**src/rtl/rover_cmd_queue_fsm.sv**
```systemverilog
// Rover command sequencer: queues move commands in a FIFO and issues them one
// at a time to the move controller. It has a per-move watchdog, abort/flush and
// a halt pulse toward the drive.
//
// Ports:
//   clock, reset    system clock, synchronous active-high reset
//   cmd_valid/ready command push handshake; cmd_data is the move word
//   abort           flushes the queue, cancels the current move, clears error
//   move_done       the current move has finished (pulse or level)
//   move_data       command being executed (0 when idle)
//   start_move      one-cycle pulse while move_data is first valid
//   halt            one-cycle stop pulse (abort or timeout while moving)
//   timeout_err     sticky watchdog error
//   busy            a move is in progress or commands are queued
//   count           number of queued commands, excluding the executing one
//   state           debug state code (0 idle, 1 moving)

module rover_cmd_queue_fsm #(
    parameter int DATA_W         = 12,
    parameter int DEPTH          = 4,
    parameter int TIMEOUT_CYCLES = 50000000
) (
    input  logic                       clock,
    input  logic                       reset,
    input  logic                       cmd_valid,
    input  logic [DATA_W-1:0]          cmd_data,
    output logic                       cmd_ready,
    input  logic                       abort,
    input  logic                       move_done,
    output logic [DATA_W-1:0]          move_data,
    output logic                       start_move,
    output logic                       halt,
    output logic                       timeout_err,
    output logic                       busy,
    output logic [$clog2(DEPTH+1)-1:0] count,
    output logic [3:0]                 state
);

    localparam int CW = $clog2(DEPTH + 1);
    localparam int PW = $clog2(DEPTH);
    // A disabled watchdog still gets a 1-bit timer so the vector is legal.
    localparam int TW = (TIMEOUT_CYCLES > 0) ?
                        $clog2(TIMEOUT_CYCLES + 1) : 1;
    localparam logic [TW-1:0] T_LAST = TW'(TIMEOUT_CYCLES - 1);
    localparam logic [CW-1:0] FULL   = CW'(DEPTH);

    typedef enum logic [3:0] {
        IDLE   = 4'h0,
        MOVING = 4'h1
    } state_e;

    logic [DATA_W-1:0] mem_q [DEPTH];
    logic [PW-1:0]     wr_q, wr_d;
    logic [PW-1:0]     rd_q, rd_d;
    logic [CW-1:0]     count_q, count_d;
    logic [TW-1:0]     timer_q;
    state_e            state_q;
    logic [DATA_W-1:0] move_data_q;
    logic              start_q;
    logic              halt_q;
    logic              err_q;

    logic push;
    logic pop;
    logic expire;

    assign cmd_ready = (count_q != FULL);
    assign push      = cmd_valid && cmd_ready && !abort;
    assign pop       = (state_q == IDLE) && (count_q != '0) && !abort;
    // The watchdog fires only in a MOVING cycle without move_done, so a done
    // arriving in the last allowed cycle wins over expiry.
    assign expire    = (TIMEOUT_CYCLES != 0) && (state_q == MOVING) &&
                       !move_done && (timer_q == T_LAST);

    always_comb begin
        wr_d    = wr_q;
        rd_d    = rd_q;
        count_d = count_q + CW'(push) - CW'(pop);
        if (push) begin
            wr_d = wr_q + PW'(1);
        end
        if (pop) begin
            rd_d = rd_q + PW'(1);
        end
        // Abort and timeout both flush, and that also drops a same-cycle push.
        if (abort || expire) begin
            wr_d    = '0;
            rd_d    = '0;
            count_d = '0;
        end
    end

    always_ff @(posedge clock) begin
        if (push) begin
            mem_q[wr_q] <= cmd_data;
        end
    end

    always_ff @(posedge clock) begin
        if (reset) begin
            wr_q    <= '0;
            rd_q    <= '0;
            count_q <= '0;
        end else begin
            wr_q    <= wr_d;
            rd_q    <= rd_d;
            count_q <= count_d;
        end
    end

    always_ff @(posedge clock) begin
        if (reset) begin
            state_q     <= IDLE;
            move_data_q <= '0;
            start_q     <= 1'b0;
            halt_q      <= 1'b0;
            err_q       <= 1'b0;
            timer_q     <= '0;
        end else if (abort) begin
            halt_q      <= (state_q == MOVING);
            state_q     <= IDLE;
            move_data_q <= '0;
            start_q     <= 1'b0;
            err_q       <= 1'b0;
            timer_q     <= '0;
        end else begin
            start_q <= 1'b0;
            halt_q  <= 1'b0;
            unique case (state_q)
                IDLE: begin
                    if (count_q != '0) begin
                        move_data_q <= mem_q[rd_q];
                        start_q     <= 1'b1;
                        timer_q     <= '0;
                        state_q     <= MOVING;
                    end
                end
                MOVING: begin
                    if (move_done) begin
                        move_data_q <= '0;
                        state_q     <= IDLE;
                    end else if (expire) begin
                        err_q       <= 1'b1;
                        halt_q      <= 1'b1;
                        move_data_q <= '0;
                        state_q     <= IDLE;
                    end else begin
                        timer_q <= timer_q + TW'(1);
                    end
                end
                default: begin
                    state_q <= IDLE;
                end
            endcase
        end
    end

    assign move_data   = move_data_q;
    assign start_move  = start_q;
    assign halt        = halt_q;
    assign timeout_err = err_q;
    assign count       = count_q;
    assign state       = state_q;
    assign busy        = (state_q == MOVING) || (count_q != '0);

endmodule
```
**config.mk**
```make
export PLATFORM = sky130hd
export DESIGN_NAME = rover_cmd_queue_fsm
export DESIGN_NICKNAME = d
export VERILOG_FILES = /design/src/rtl/rover_cmd_queue_fsm.sv
export SDC_FILE = /design/constraint.sdc
export NUM_CORES = 1
export LEC_CHECK = 0
export CAP_MARGIN = 20
export CORE_MARGIN = 3
export CORE_UTILIZATION = 41
export CTS_CLUSTER_SIZE = 40
export DETAILED_ROUTE_END_ITERATION = 10
export MAX_ROUTING_LAYER = met4
export PLACE_DENSITY = 0.64
export SETUP_SLACK_MARGIN = 0.2
export SLEW_MARGIN = 20
export SYNTH_ARGS = -nofsm -noshare
export SYNTH_HDL_FRONTEND = slang
export SYNTH_SLANG_ARGS = --single-unit
```
**constraint.sdc**
```tcl
create_clock -name clock -period 3 [get_ports clock]
set_clock_uncertainty 0.1 [all_clocks]
set_input_delay 0.45 -clock clock [delete_from_list [all_inputs] [get_ports clock]]
set_output_delay 0.45 -clock clock [all_outputs]
set_load 0.01 [all_outputs]
```
==> impl_metrics.ini <==
[synth]
synth_most_common_cell = dfxtp_1
synthTopCellsByArea = edfxtp_1 (35%), dfxtp_1 (25%), mux4_2 (6.7%)
yosys_warnings = 0
avgSynthCellArea_sq_um = 12.46
synthesis.instances = 326
synth_area_sq_um = 4063
synthArstFlopShare_pct = 0
synth_common_cells = dfxtp_1 (51), edfxtp_1 (48), nor2_1 (25), nand2_1 (20), a21oi_1 (17)
synthDistinctLibCells = 44
synth_edf_count = 48
ys_seq_elements = 99
ys_seq_area_share_pct = 60.61
yosysTopAreaCell = edfxtp_1
yosysTopAreaCellShare_pct = 35.48
synth_flop_cell = dfxtp_1

[floorplan]
initial_core_util_pct = 43.15
die_width_um = 105.5
core_sq_um = 9415
row_count = 35
die_area_sq_um = 11140
die_height_um = 105.5
io_pins = 41

[clock_tree]
insertion_delay_ns = 0.36
cts_hold_buffers = 0
clock_sinks = 99
ctsRootBufferMaster = clkbuf_8
postCtsSetupBuffers = 0
cts_buffers = 9
cts.path.max_buffers = 2
cts_resized = 0
clk_pin_slew_ns = 0.09
htreeDepth = 3
tritoncts = built

[sta]
fmax_ghz = 0.3849
setup_viol = 0
finalCritPeriodShare_pct = 86.60
slew_viol_final = 0
finalHoldViolCount = 0
worstMarginPinSlew_ns = 1.020
relSlewSlack_pct = 31.97
rsz0062_at_grt = no
period_needed_ns = 2.598
postLayoutSetupSlackWorst_ns = 0.4021
setup_tns_ns = 0

[grt]
grt_max_degree = 20
grt_first_pass_wirelength_um = 12860
globalRouteOverflowTotal = 0
grt_usage_pct = 14.97
grt_pass1_vias = 2617
antenna_found_initial = 0

[route]
viasPerCell = 5.194
wl_per_cell_um = 15.03
dr.pass1.iters = 4
antenna_left = 0
num_vias = 2602
drc = 0
drt_iter0_markers = 136
wl_um = 7532

[finish]
drive_above_1_share_pct = 12.10
synthToLayoutAreaGrowth_pct = 17.37
antenna_cells = 0
nFillCells = 854
nets = 392

[worst_setup_path]
worstPathRequired_ns = 2.45
path_class = flip-flop to output port
critPathTopFamily = simple AND/OR/NAND/NOR gates
cp_slowest_stage_delay_ns = 0.70
cp.arrival_ns = 2.05
critPathMaxFanout = 12
cp_slowest_cell = or4_1
crit_path_cell_trace = or4_1 > clkdlybuf4s50_1
cp_num_buf_inv = 1
cp-start-kind = flip-flop
worstSetupEndpointType = output port

[power_and_ir_drop]
power.density_nw_per_um2 = 507.4
p_leak_uw = 0.001542
ir_drop_uv = 295.6

[worst_hold_path]
hold_path_class = flip-flop to flip-flop

[place]
dp_slack_ns = 0.3003
port_buffers = 37
gp_congestion = 0.7749
detailed_place_hpwl_um = 5306

[status]
status = completed

[job]
drv_cap = 0
## tightest hold or removal path, cell delays in order (launching register included)
cell     delay, ns
dfxtp_1       0.33
nand2_1       0.06
mux2i_1       0.05
## cell usage in the layout, fill, tap and decap left out, drive strengths merged, types with 2 or more instances in the layout
cell,n
and4,2
nor4,3
edfxtp,48
clkinvlp,2
nor4b,2
or2,9
nand2,20
nand3,8
and3b,2
nand4,9
nor2,25
mux2i,8
nor3,6
clkbuf,9
mux4,12
o31ai,6
or3,8
a21oi,17
and2,6
a22o,11
ha,7
conb,3
dfxtp,51
o21ai,9
clkdlybuf4s50,37
nand2b,2
or4,10
xnor2,7
inv,11
clkinv,3
xor2,3
buf,8
## sequential cells by signal, summed over array words and instances, names as in the netlist, named ones only
signal,cells
start_move,1
state,1
count,3
wr_q,2
halt,1
timeout_err,1
move_data,12
timer_q,26
mem_q,48
rd_q,2
## kinds of logic after synthesis
kind of cell,after synthesis,share of synthesized area (%)
AO/OA/AOI/OAI,46,7.237
XOR/XNOR,10,2.156
adder cells (fa/ha/maj),8,2.649
buffers and inverters,26,2.772
flip-flops,99,60.61
multiplexers,20,8.623
other,1,0.09230
AND/OR/NAND/NOR,116,15.86
## where the power goes
part	total [uW]	internal [uW]	switching (uW)
registers	1450	1440	13.2
clock network	783	313	470
logic	186	90.7	95.5
total	2420	1840	579
## layout make-up
| class | instances | area [sq um] | share of cell area (%) |
|---|---|---|---|
| clock buffers | 9 | 123.9 | 2.598 |
| clock inverters | 7 | 61.31 | 1.286 |
| inverters | 9 | 33.78 | 0.7085 |
| multi-input cells | 203 | 1495 | 31.36 |
| flip-flops and latches | 99 | 2462 | 51.64 |
| well taps | 129 | 161.4 | 3.385 |
| repair buffers | 45 | 430.4 | 9.027 |
## worst paths after layout
path	start	to	slack, ns	cells after the start
worst max-delay path	state[0]	busy	0.40	2
worst max register to register	state[0]	move_data[4]	0.59	3
worst min register to register	timer_q[23]	timer_q[23]	0.38	2
worst min-delay path	timer_q[23]	timer_q[23]	0.38	2
## per-stage QoR
stage / hold WS [ns] / power [uW] / cells / cell area [sq um] / util, %
after floorplan: 0.3389 / 1583 / 328 / 4070 / -
after global placement: 0.3534 / 1666 / 485 / 4583 / 48.68
after detailed placement: 0.3648 / 1670 / 485 / 4583 / 48.68
after CTS: 0.3854 / 2454 / 501 / 4768 / 50.64
after global routing: 0.4144 / 2527 / 501 / 4768 / 50.64
final: 0.3835 / 2419 / 501 / 4768 / 50.64
## routing by layer
layer / wire length (um) / global-route usage (%) / vias to the layer above
li1: - / - / 1290
met1: 3448 / 19.03 / 1259
met2: 3726 / 24.00 / 43
met3: 236 / 2.817 / 10
met4: 121 / 5.550 / 0
met5: 0 / - / -
(Power assumes the default switching activity.)
